<file path="src/rtl/sumador_operand_loader_if.sv">
// Bundle between the operand loader and its surroundings: board switches and
// button, adder feedback, and the registered operands/result going out.
interface sumador_operand_loader_if #(
    parameter int WIDTH = 3
);
    logic [WIDTH-1:0] iSw;
    logic             iSwCin;
    logic             iBtn;
    logic [WIDTH-1:0] iS;
    logic             iCout;
    logic [WIDTH-1:0] oA;
    logic [WIDTH-1:0] oB;
    logic             oCin;
    logic [WIDTH:0]   oResult;
    logic             oValid;
    logic [1:0]       oState;

    // Board/adder side: drives the raw inputs, observes the loader outputs.
    modport master (
        output iSw, iSwCin, iBtn, iS, iCout,
        input  oA, oB, oCin, oResult, oValid, oState
    );

    // Loader side.
    modport slave (
        input  iSw, iSwCin, iBtn, iS, iCout,
        output oA, oB, oCin, oResult, oValid, oState
    );
endinterface

</file>
<file path="src/rtl/sumador_operand_loader.sv">
// Operand loader for the 3-bit ripple adder: a debounced button steps through
// load A, load B/Cin, settle-and-capture, then show/clear.
module sumador_operand_loader #(
    parameter int WIDTH   = 3,
    parameter int DEB_CNT = 4
) (
    input  logic                     iClk,
    input  logic                     iRst_n,
    sumador_operand_loader_if.slave  bus
);

    localparam int CW = (DEB_CNT > 1) ? $clog2(DEB_CNT) : 1;
    localparam logic [CW-1:0] CNT_MAX = CW'(DEB_CNT - 1);

    typedef enum logic [1:0] {
        LOAD_A = 2'b00,
        LOAD_B = 2'b01,
        SETTLE = 2'b10,
        SHOW   = 2'b11
    } state_t;

    logic [1:0]       sync_q,   sync_d;
    logic [CW-1:0]    deb_cnt_q, deb_cnt_d;
    logic             stable_q, stable_d;
    logic             stable_prev_q;
    logic             press_s;

    state_t           state_q,  state_d;
    logic [WIDTH-1:0] a_q,      a_d;
    logic [WIDTH-1:0] b_q,      b_d;
    logic             cin_q,    cin_d;
    logic [WIDTH:0]   result_q, result_d;
    logic             valid_q,  valid_d;

    // Two-flop synchroniser shift for the raw button.
    always_comb begin
        sync_d = {sync_q[0], bus.iBtn};
    end

    // Debounce: a new synced level must persist DEB_CNT cycles before it is accepted.
    always_comb begin
        deb_cnt_d = deb_cnt_q;
        stable_d  = stable_q;
        if (sync_q[1] == stable_q) begin
            deb_cnt_d = {CW{1'b0}};
        end else if (deb_cnt_q == CNT_MAX) begin
            stable_d  = sync_q[1];
            deb_cnt_d = {CW{1'b0}};
        end else begin
            deb_cnt_d = deb_cnt_q + CW'(1);
        end
    end

    assign press_s = stable_q & ~stable_prev_q;

    // Button path registers.
    always_ff @(posedge iClk or negedge iRst_n) begin
        if (!iRst_n) begin
            sync_q        <= 2'b00;
            deb_cnt_q     <= {CW{1'b0}};
            stable_q      <= 1'b0;
            stable_prev_q <= 1'b0;
        end else begin
            sync_q        <= sync_d;
            deb_cnt_q     <= deb_cnt_d;
            stable_q      <= stable_d;
            stable_prev_q <= stable_q;
        end
    end

    // Sequencer next-state and registered-output updates.
    always_comb begin
        state_d  = state_q;
        a_d      = a_q;
        b_d      = b_q;
        cin_d    = cin_q;
        result_d = result_q;
        valid_d  = 1'b0;
        case (state_q)
            LOAD_A: begin
                if (press_s) begin
                    a_d     = bus.iSw;
                    state_d = LOAD_B;
                end else begin
                    state_d = LOAD_A;
                end
            end
            LOAD_B: begin
                if (press_s) begin
                    b_d     = bus.iSw;
                    cin_d   = bus.iSwCin;
                    state_d = SETTLE;
                end else begin
                    state_d = LOAD_B;
                end
            end
            SETTLE: begin
                // Operands have been on the adder inputs for a whole cycle by now.
                result_d = {bus.iCout, bus.iS};
                valid_d  = 1'b1;
                state_d  = SHOW;
            end
            SHOW: begin
                if (press_s) begin
                    a_d      = {WIDTH{1'b0}};
                    b_d      = {WIDTH{1'b0}};
                    cin_d    = 1'b0;
                    result_d = {(WIDTH+1){1'b0}};
                    state_d  = LOAD_A;
                end else begin
                    state_d = SHOW;
                end
            end
            default: begin
                a_d      = {WIDTH{1'b0}};
                b_d      = {WIDTH{1'b0}};
                cin_d    = 1'b0;
                result_d = {(WIDTH+1){1'b0}};
                state_d  = LOAD_A;
            end
        endcase
    end

    // Sequencer state and output registers.
    always_ff @(posedge iClk or negedge iRst_n) begin
        if (!iRst_n) begin
            state_q  <= LOAD_A;
            a_q      <= {WIDTH{1'b0}};
            b_q      <= {WIDTH{1'b0}};
            cin_q    <= 1'b0;
            result_q <= {(WIDTH+1){1'b0}};
            valid_q  <= 1'b0;
        end else begin
            state_q  <= state_d;
            a_q      <= a_d;
            b_q      <= b_d;
            cin_q    <= cin_d;
            result_q <= result_d;
            valid_q  <= valid_d;
        end
    end

    assign bus.oA      = a_q;
    assign bus.oB      = b_q;
    assign bus.oCin    = cin_q;
    assign bus.oResult = result_q;
    assign bus.oValid  = valid_q;
    assign bus.oState  = state_q;

endmodule

</file>
<file path="src/flat_wrapper.sv">
// flat-port wrapper written by rule: the top's interface ports become plain ports
module sumador_operand_loader_flat 
#(
    parameter int WIDTH   = 3,
    parameter int DEB_CNT = 4
)
  (iClk, iRst_n, bus_iSw, bus_iSwCin, bus_iBtn, bus_iS, bus_iCout, bus_oA, bus_oB, bus_oCin, bus_oResult, bus_oValid, bus_oState);
  sumador_operand_loader_if #(.WIDTH(WIDTH)) bus_i ();
  input  logic iClk;
  input  logic iRst_n;
  input wire logic [$bits(bus_i.iSw)-1:0] bus_iSw;
  input wire logic [$bits(bus_i.iSwCin)-1:0] bus_iSwCin;
  input wire logic [$bits(bus_i.iBtn)-1:0] bus_iBtn;
  input wire logic [$bits(bus_i.iS)-1:0] bus_iS;
  input wire logic [$bits(bus_i.iCout)-1:0] bus_iCout;
  output wire logic [$bits(bus_i.oA)-1:0] bus_oA;
  output wire logic [$bits(bus_i.oB)-1:0] bus_oB;
  output wire logic [$bits(bus_i.oCin)-1:0] bus_oCin;
  output wire logic [$bits(bus_i.oResult)-1:0] bus_oResult;
  output wire logic [$bits(bus_i.oValid)-1:0] bus_oValid;
  output wire logic [$bits(bus_i.oState)-1:0] bus_oState;
  assign bus_i.iSw = bus_iSw;
  assign bus_i.iSwCin = bus_iSwCin;
  assign bus_i.iBtn = bus_iBtn;
  assign bus_i.iS = bus_iS;
  assign bus_i.iCout = bus_iCout;
  assign bus_oA = bus_i.oA;
  assign bus_oB = bus_i.oB;
  assign bus_oCin = bus_i.oCin;
  assign bus_oResult = bus_i.oResult;
  assign bus_oValid = bus_i.oValid;
  assign bus_oState = bus_i.oState;
  sumador_operand_loader #(.WIDTH(WIDTH), .DEB_CNT(DEB_CNT)) u_core (.iClk(iClk), .iRst_n(iRst_n), .bus(bus_i));
endmodule
</file>
<file path="config.mk">
export PLATFORM = sky130hd
export DESIGN_NAME = sumador_operand_loader_flat
export DESIGN_NICKNAME = d
export VERILOG_FILES = /design/src/rtl/sumador_operand_loader_if.sv /design/src/rtl/sumador_operand_loader.sv /design/src/flat_wrapper.sv
export SDC_FILE = /design/constraint.sdc
export NUM_CORES = 1
export LEC_CHECK = 0
export ABC_AREA = 1
export ABC_CLOCK_PERIOD_IN_PS = 1100
export BUFFER_PORTS_ARGS = -buffer_cell sky130_fd_sc_hd__buf_4
export CAP_MARGIN = 20
export CORE_UTILIZATION = 30
export DETAILED_ROUTE_END_ITERATION = 8
export PLACE_DENSITY = 0.57
export SYNTH_ARGS = -nofsm -noshare
export SYNTH_HDL_FRONTEND = slang
export SYNTH_SLANG_ARGS = --single-unit
</file>
<file path="constraint.sdc">
create_clock -name iClk -period 1.1 [get_ports iClk]
set_input_delay 0.055 -clock iClk [delete_from_list [all_inputs] [get_ports iClk]]
set_output_delay 0.055 -clock iClk [all_outputs]
set_load 0.01 [all_outputs]
</file>
==> results of run 1 <==
cell type report:
| cell class | instances | area [um2] | share of cell area [%] |
|---|---|---|---|
| tap | 30 | 37.5 | 3.23 |
| clock inverter | 1 | 30.0 | 2.58 |
| inverter | 6 | 22.5 | 1.94 |
| timing repair buffer | 32 | 258 | 22.2 |
| multi-input combinational | 52 | 289 | 24.9 |
| sequential | 20 | 503 | 43.3 |
| clock buffer | 3 | 22.5 | 1.94 |
synthesized netlist by cell type:
master	instances	share of area, %
sky130_fd_sc_hd__ha_1	1	1.6
sky130_fd_sc_hd__o21ai_2	4	4.3
sky130_fd_sc_hd__o21ai_1	2	1.2
sky130_fd_sc_hd__nor2_1	2	0.93
sky130_fd_sc_hd__or2_0	1	0.78
sky130_fd_sc_hd__dfrtp_1	20	62
sky130_fd_sc_hd__inv_2	4	1.9
sky130_fd_sc_hd__nand3_1	5	3.1
sky130_fd_sc_hd__inv_1	2	0.93
sky130_fd_sc_hd__nand2_1	26	12
sky130_fd_sc_hd__nand2_2	5	3.9
sky130_fd_sc_hd__nor2_4	1	1.4
sky130_fd_sc_hd__xnor2_1	1	1.1
sky130_fd_sc_hd__nand4_1	3	2.3
sky130_fd_sc_hd__nor2_8	1	2.5
flip-flops by register name (all words and copies together) (netlist names):
signal                flops
u_core.bus.oB             3
u_core.bus.oResult        4
u_core.bus.oCin           1
u_core.bus.oValid         1
u_core.bus.oA             3
u_core.stable_prev_q      1
u_core.sync_q             2
u_core.deb_cnt_q          2
u_core.bus.oState         2
u_core.stable_q           1
logic make-up after synthesis:
family	count (synthesis)	synth area share (%)
buffers and inverters	6	2.79
AOI/OAI and AO/OA	6	5.58
DFF	20	62.0
and+or+nand+nor	44	27.0
adders and majority gates	1	1.55
xor gates and xnor gates	1	1.09
placed cells by master (no fill, tap or decap):
cell                            synthesis  routed
sky130_fd_sc_hd__nand2_1               26      26
sky130_fd_sc_hd__buf_4                  0      25
sky130_fd_sc_hd__dfrtp_1               20      18
sky130_fd_sc_hd__dlygate4sd3_1          0       7
sky130_fd_sc_hd__nand3_1                5       5
sky130_fd_sc_hd__inv_2                  4       4
sky130_fd_sc_hd__nand2_2                5       4
sky130_fd_sc_hd__o21ai_2                4       4
sky130_fd_sc_hd__nand4_1                3       3
sky130_fd_sc_hd__clkbuf_4               0       3
sky130_fd_sc_hd__o21ai_1                2       2
sky130_fd_sc_hd__inv_1                  2       2
sky130_fd_sc_hd__nor2_1                 2       2
sky130_fd_sc_hd__dfrtp_2                0       2
sky130_fd_sc_hd__nor2_8                 1       1
sky130_fd_sc_hd__nand2_4                0       1
sky130_fd_sc_hd__nor2_4                 1       1
sky130_fd_sc_hd__xnor2_1                1       1
sky130_fd_sc_hd__or2_0                  1       1
sky130_fd_sc_hd__ha_1                   1       1
sky130_fd_sc_hd__bufinv_16              0       1
routing by layer:
layer	share of wire, %	global-route usage [%]	vias up
met4	1.8	10.5	0
met5	0	0	-
met3	3.5	2.82	2
met2	47	16.5	15
met1	47	15.6	294
li1	-	-	320
timing repair:
item / CTS / global route
endpoints found under the setup margin: 1 / 10
resized for setup: 1 / 2
endpoints found under the hold margin: 26 / 0
hold buffers: 7 / 0
buffers inserted: 0 / 1
power by group:
| group | switching [mW] | internal (mW) | total (mW) |
|---|---|---|---|
| combinational | 0.688 | 0.588 | 1.28 |
| sequential | 0.221 | 1.03 | 1.25 |
| clock | 0.230 | 0.368 | 0.598 |
per-stage QoR:
step / instance area (um2) / cells / hold WS (ns) / total power, mW / util [%]
2_1_floorplan: 807 / 78 / -0.241 / 1.97 / -
3_3_place_gp: 1020 / 132 / -0.0522 / 2.46 / 41.0
3_5_place_dp: 1020 / 132 / -0.0495 / 2.49 / 41.0
4_1_cts: 1150 / 143 / 0.00513 / 3.13 / 45.9
5_1_grt: 1160 / 144 / 0.0197 / 3.35 / 46.5
6_report: 1160 / 144 / 0.0179 / 3.12 / 46.5
worst paths after layout:
| kind | startpoint | slack, ns | endpoint |
|---|---|---|---|
| setup / recovery | u_core.bus.oState[0] | 0.07 | bus_oState[0] |
| hold / removal | bus_iSw[2] | 0.02 | u_core.bus.oB[2] |
| setup reg to reg | u_core.stable_prev_q | 0.09 | u_core.bus.oResult[3] |
| hold reg to reg | u_core.sync_q[0] | 0.36 | u_core.sync_q[1] |
| max in group asynchronous | iRst_n | 0.72 | u_core.bus.oState[0] |
| min in group asynchronous | iRst_n | 0.16 | u_core.bus.oB[0] |
==> run_results.csv, run 1 <==
group,metric,value,unit
status,status,"finished clean",
clock_tree,clock_sinks,20,
worst_setup_path,path_delay_family,"flip-flops",
global_route,grt_antenna_before_repair,0,
sta,finalSetupViolCount,0,
detailed_routing,drc_errors,0,
floorplan,die_height,53.9,um
worst_hold_path,worst_hold_path_type,"in -> reg",
detailed_routing,avgRoutedWirePerCell,11.0,um
yosys,seq_area_frac_synth,62.0,%
worst_setup_path,critical_path_depth,1,
clock_tree,clock-root-buffer,"sky130_fd_sc_hd__clkbuf_4",
worst_setup_path,crit_path_max_fanout,6,
cells_and_area,area.growth.synth_to_final,44.0,%
sta,rsz0062_at_grt,"false",
clock_tree,cts_tree,"yes",
detailed_routing,totalWireLength,1580,um
worst_hold_path,holdPathStages,3,
yosys,yosysWarnings,0,
yosys,synth_area,807,um2
worst_setup_path,worst-endpoint-arrival,0.97,ns
sta,timing.final.crit_share,93.4,%
yosys,synth.distinct_cells,15,
worst_setup_path,critical_path.cell_chain,"buf_4",
sta,setup_ws,0.0729,ns
detailed_routing,antenna_left,0,
sta,final_max_slew_viol_count,0,
cells_and_area,final.fill_count,238,
floorplan,pin_count,25,
detailed_routing,via_count,631,
floorplan,placementRows,18,
global_route,globalRouteTotalUtil,12.0,%
worst_setup_path,cp.buffers_inverters,1,
worst_setup_path,worst_path_max_delay_cell,"sky130_fd_sc_hd__dfrtp_2",
floorplan,die-area,2900,um2
run,cap_violations,0,
sta,layout_min_cycle_time,1.03,ns
clock_tree,cts-buffers-inserted,3,
power,power_per_cell_area,2690,nW/um2
cells_and_area,num_antenna_cells,0,
power,vdd_ir_drop_max,1.59,mV
global_route,globalRouteOverflowTotal,0,
clock_tree,h_tree_lvl_count,1,
clock_tree,clk_latency,0.30,ns
floorplan,chipWidth,53.9,um
sta,timing.max_slew.rel_slack,83.1,%
sta,final-hold-violation-count,0,
sta,clock-skew-final,0.00307,ns
worst_setup_path,crit_path_start_kind,"flop",
detailed_routing,detailedRoute.firstPassIterationCount,4,
placed_design,detailedPlace.worstSlack,0.0227,ns
worst_setup_path,worst-endpoint-required,1.04,ns
sta,tightest_slew,0.254,ns
yosys,synth-seq-cells,20,
yosys,synth_area_per_cell,10.3,um2
yosys,syn-num-nets,90,
power,total_leakage_power,0.604,nW
global_route,grt_start_max_net_pins,21,
placed_design,place_congestion,0.727,
floorplan,effective_utilization_at_floorplan,32.3,%
floorplan,core-area,2500,um2
placed_design,dp.final_hpwl,1120,um
worst_setup_path,worstRegToRegCells,4,
worst_setup_path,critical_path.endpoint_type,"output port",
global_route,first_global_vias,560,
global_route,grt_first_pass_wirelength,2370,um
yosys,synth_cells,78,
cells_and_area,number_of_nets_in_the_layout,127,
detailed_routing,detail_route.vias_per_cell,4.38,
placed_design,place.port_buffers,24,
sta,tns,0,ns
worst_setup_path,worst-setup-path-type,"reg -> out",
worst_setup_path,cpPeakStageDelay,0.50,ns
cells_and_area,drive_above_1_share,40.4,%
clock_tree,cts.reportedPaths.clkPinSlew,0.12,ns
detailed_routing,first_iter_violations,12,
clock_tree,clockBufferDepth,2,
sta,max_freq,0.974,GHz
Power figures use the tool's default switching activity.
==> run 2, diff against run 1 <==
--- a/config.mk
+++ b/config.mk
@@ -10,6 +10,7 @@
 export BUFFER_PORTS_ARGS = -buffer_cell sky130_fd_sc_hd__buf_4
 export CAP_MARGIN = 20
 export CORE_UTILIZATION = 30
+export CTS_BUF_LIST = sky130_fd_sc_hd__clkbuf_16
 export DETAILED_ROUTE_END_ITERATION = 8
 export PLACE_DENSITY = 0.57
 export SYNTH_ARGS = -nofsm -noshare
==> run 2 against run 1 <==
  * Via count fell by 1.4%
  * Setup slack better by 0.014 ns
  * Fmax rose by 1.3%
  * Sequential cell count unchanged
  * Clock power is 65% higher
  * Largest cell class unchanged
  * Worst hold slack lost 0.015 ns
  * Clock-buffer cell count stayed put
  * Combinational power is essentially flat
  * Design area decreased by 0.22%
  * Highest routed layer unchanged
  * Sequential power is essentially flat
  * Largest power group is now sequential cells
  * Register-to-register slack about the same
==> run_results.csv, run 2 (synthesis gave the netlist of run 1 again) <==
group,metric,value,unit
placed_design,dp.final_hpwl,1120,um
global_route,grt_first_pass_wirelength,2350,um
detailed_routing,totalWireLength,1560,um
cells_and_area,layout.cells.most_common,"sky130_fd_sc_hd__nand2_1",
detailed_routing,detail_route.vias_per_cell,4.51,
global_route,globalRouteTotalUtil,11.8,%
floorplan,effective_utilization_at_floorplan,32.3,%
clock_tree,clockBufferDepth,2,
power,total_leakage_power,0.601,nW
clock_tree,cts-buffers-inserted,3,
cells_and_area,layout.cell_area.non_filler,1160,um2
detailed_routing,avgRoutedWirePerCell,11.3,um
floorplan,core-area,2500,um2
cells_and_area,largest_register_ffs,4,
status,status,"finished clean",
floorplan,die-area,2900,um2
cells_and_area,final_core_util,46.4,%
sta,timing.final.crit_share,92.1,%
detailed_routing,via_count,622,
power,power.share.sequential,35.9,%
global_route,grt_start_max_net_pins,21,
clock_tree,cts_tree,"yes",
worst_setup_path,worstRegToRegCells,5,
run,cap_violations,0,
power,share_clk_of_total_power,28.3,%
power,power_per_cell_area,3010,nW/um2
sta,rsz0062_at_grt,"false",
power,vdd_ir_drop_max,1.38,mV
cells_and_area,area.growth.synth_to_final,43.7,%
sta,tightest_slew,0.254,ns
clock_tree,clock_sinks,20,
detailed_routing,antenna_left,0,
cells_and_area,final_cell_mix,"25 x sky130_fd_sc_hd__nand2_1, 24 x sky130_fd_sc_hd__buf_4, 18 x sky130_fd_sc_hd__dfrtp_1",
worst_setup_path,worst-setup-path-type,"reg -> reg",
placed_design,dpl_cell_area,1020,um2
power,share_comb_of_total_power,35.8,%
cells_and_area,num_antenna_cells,0,
cells_and_area,number_of_nets_in_the_layout,121,
worst_setup_path,worst-endpoint-required,1.24,ns
clock_tree,clock-root-buffer,"sky130_fd_sc_hd__clkbuf_16",
placed_design,place_congestion,0.727,
detailed_routing,first_iter_violations,9,
worst_setup_path,critical_path.endpoint_type,"flop",
power,finalPower,3.49,mW
sta,max_freq,0.987,GHz
floorplan,pin_count,25,
power,power.net_switching,1.18,mW
worst_setup_path,worst-endpoint-arrival,1.15,ns
power,power.internal,2.31,mW
worst_hold_path,worst_hold_path_type,"in -> reg",
power,power.switching_fraction,33.7,%
worst_setup_path,crit_path_start_kind,"flop",
floorplan,die_height,53.9,um
clock_tree,h_tree_lvl_count,1,
sta,fin_worst_hold_slack,0.00258,ns
sta,timing.max_slew.rel_slack,83.1,%
clock_tree,clk_latency,0.25,ns
global_route,globalRouteOverflowTotal,0,
global_route,first_global_vias,545,
sta,final_max_slew_viol_count,0,
sta,final-hold-violation-count,0,
worst_setup_path,crit_path_max_fanout,10,
clock_tree,cts.reportedPaths.clkPinSlew,0.06,ns
sta,layout_min_cycle_time,1.01,ns
worst_hold_path,holdPathStages,3,
global_route,grt_antenna_before_repair,0,
sta,finalSetupViolCount,0,
detailed_routing,detailedRoute.firstPassIterationCount,4,
placed_design,place.port_buffers,24,
detailed_routing,drc_errors,0,
floorplan,chipWidth,53.9,um
sta,tns,0,ns
sta,clock-skew-final,0.00133,ns
cells_and_area,drive_above_1_share,42.6,%
floorplan,placementRows,18,
-- run 2: cell types whose count changed in the layout (fill, tap and decap cells not counted), sizes merged --
| cell | previous run | this run |
|---|---|---|
| dlygate4sd3 | 7 | 2 |
| buf | 25 | 24 |
-- run 2: final timing paths --
| kind | from | end | slack (ns) |
|---|---|---|---|
| worst min register to register | u_core.sync_q[0] | u_core.sync_q[1] | 0.35 |
| min in group asynchronous | iRst_n | u_core.deb_cnt_q[1] | 0.22 |
| max in group asynchronous | iRst_n | u_core.bus.oState[1] | 0.66 |
| worst min-delay path | bus_iS[0] | u_core.bus.oResult[0] | 0.003 |
| worst max-delay path | u_core.stable_q | u_core.bus.oB[1] | 0.09 |
| worst max register to register | u_core.stable_q | u_core.bus.oB[1] | 0.09 |
-- run 2: repair_timing --
item | CTS | global route
endpoints found under the hold margin | 21 | 0
hold buffers | 2 | 0
setup buffers | 0 | 0
setup endpoints to repair | 0 | 11
gates resized for setup | 0 | 4
-- run 2: area by class of cell --
type,count,area [um2]
multi-input combinational,52,292
timing repair buffer,26,200
inverter,6,22.5
tap,30,37.5
clock inverter,1,30.0
sequential,20,503
fill,238,1340
clock buffer,3,75.1
-- run 2: power groups by stage --
stage / logic (mW) / clock network (mW) / registers, mW
after CTS: 1.25 / 1.01 / 1.24
final: 1.25 / 0.986 / 1.25
after detailed placement: 1.24 / 0 / 1.25
after global routing: 1.38 / 1.04 / 1.29
after global placement: 1.21 / 0 / 1.25
after floorplan: 0.640 / 0 / 1.33
-- run 2: stage by stage --
| step | setup WS [ns] | cells |
|---|---|---|
| 2_1_floorplan | 0.125 | 78 |
| 3_3_place_gp | 0.0606 | 132 |
| 3_5_place_dp | 0.0227 | 132 |
| 4_1_cts | 0.0129 | 138 |
| 5_1_grt | 0.0268 | 138 |
| 6_report | 0.0865 | 138 |
-- run 2: layer usage --
| metal | vias up | wire (um) | track usage [%] |
|---|---|---|---|
| met5 | - | 0 | 0 |
| met4 | 0 | 41 | 10.5 |
| met3 | 4 | 63 | 1.98 |
| met2 | 16 | 745 | 16.7 |
| met1 | 296 | 705 | 15.3 |
| li1 | 306 | - | - |
-- run 2: critical path, cell delays in order, from the launching register on --
cell	delay (ns)
sky130_fd_sc_hd__dfrtp_1	0.39
sky130_fd_sc_hd__inv_2	0.08
sky130_fd_sc_hd__nor2_8	0.16
sky130_fd_sc_hd__nand2_4	0.12
sky130_fd_sc_hd__nand2_1	0.10
sky130_fd_sc_hd__o21ai_2	0.05
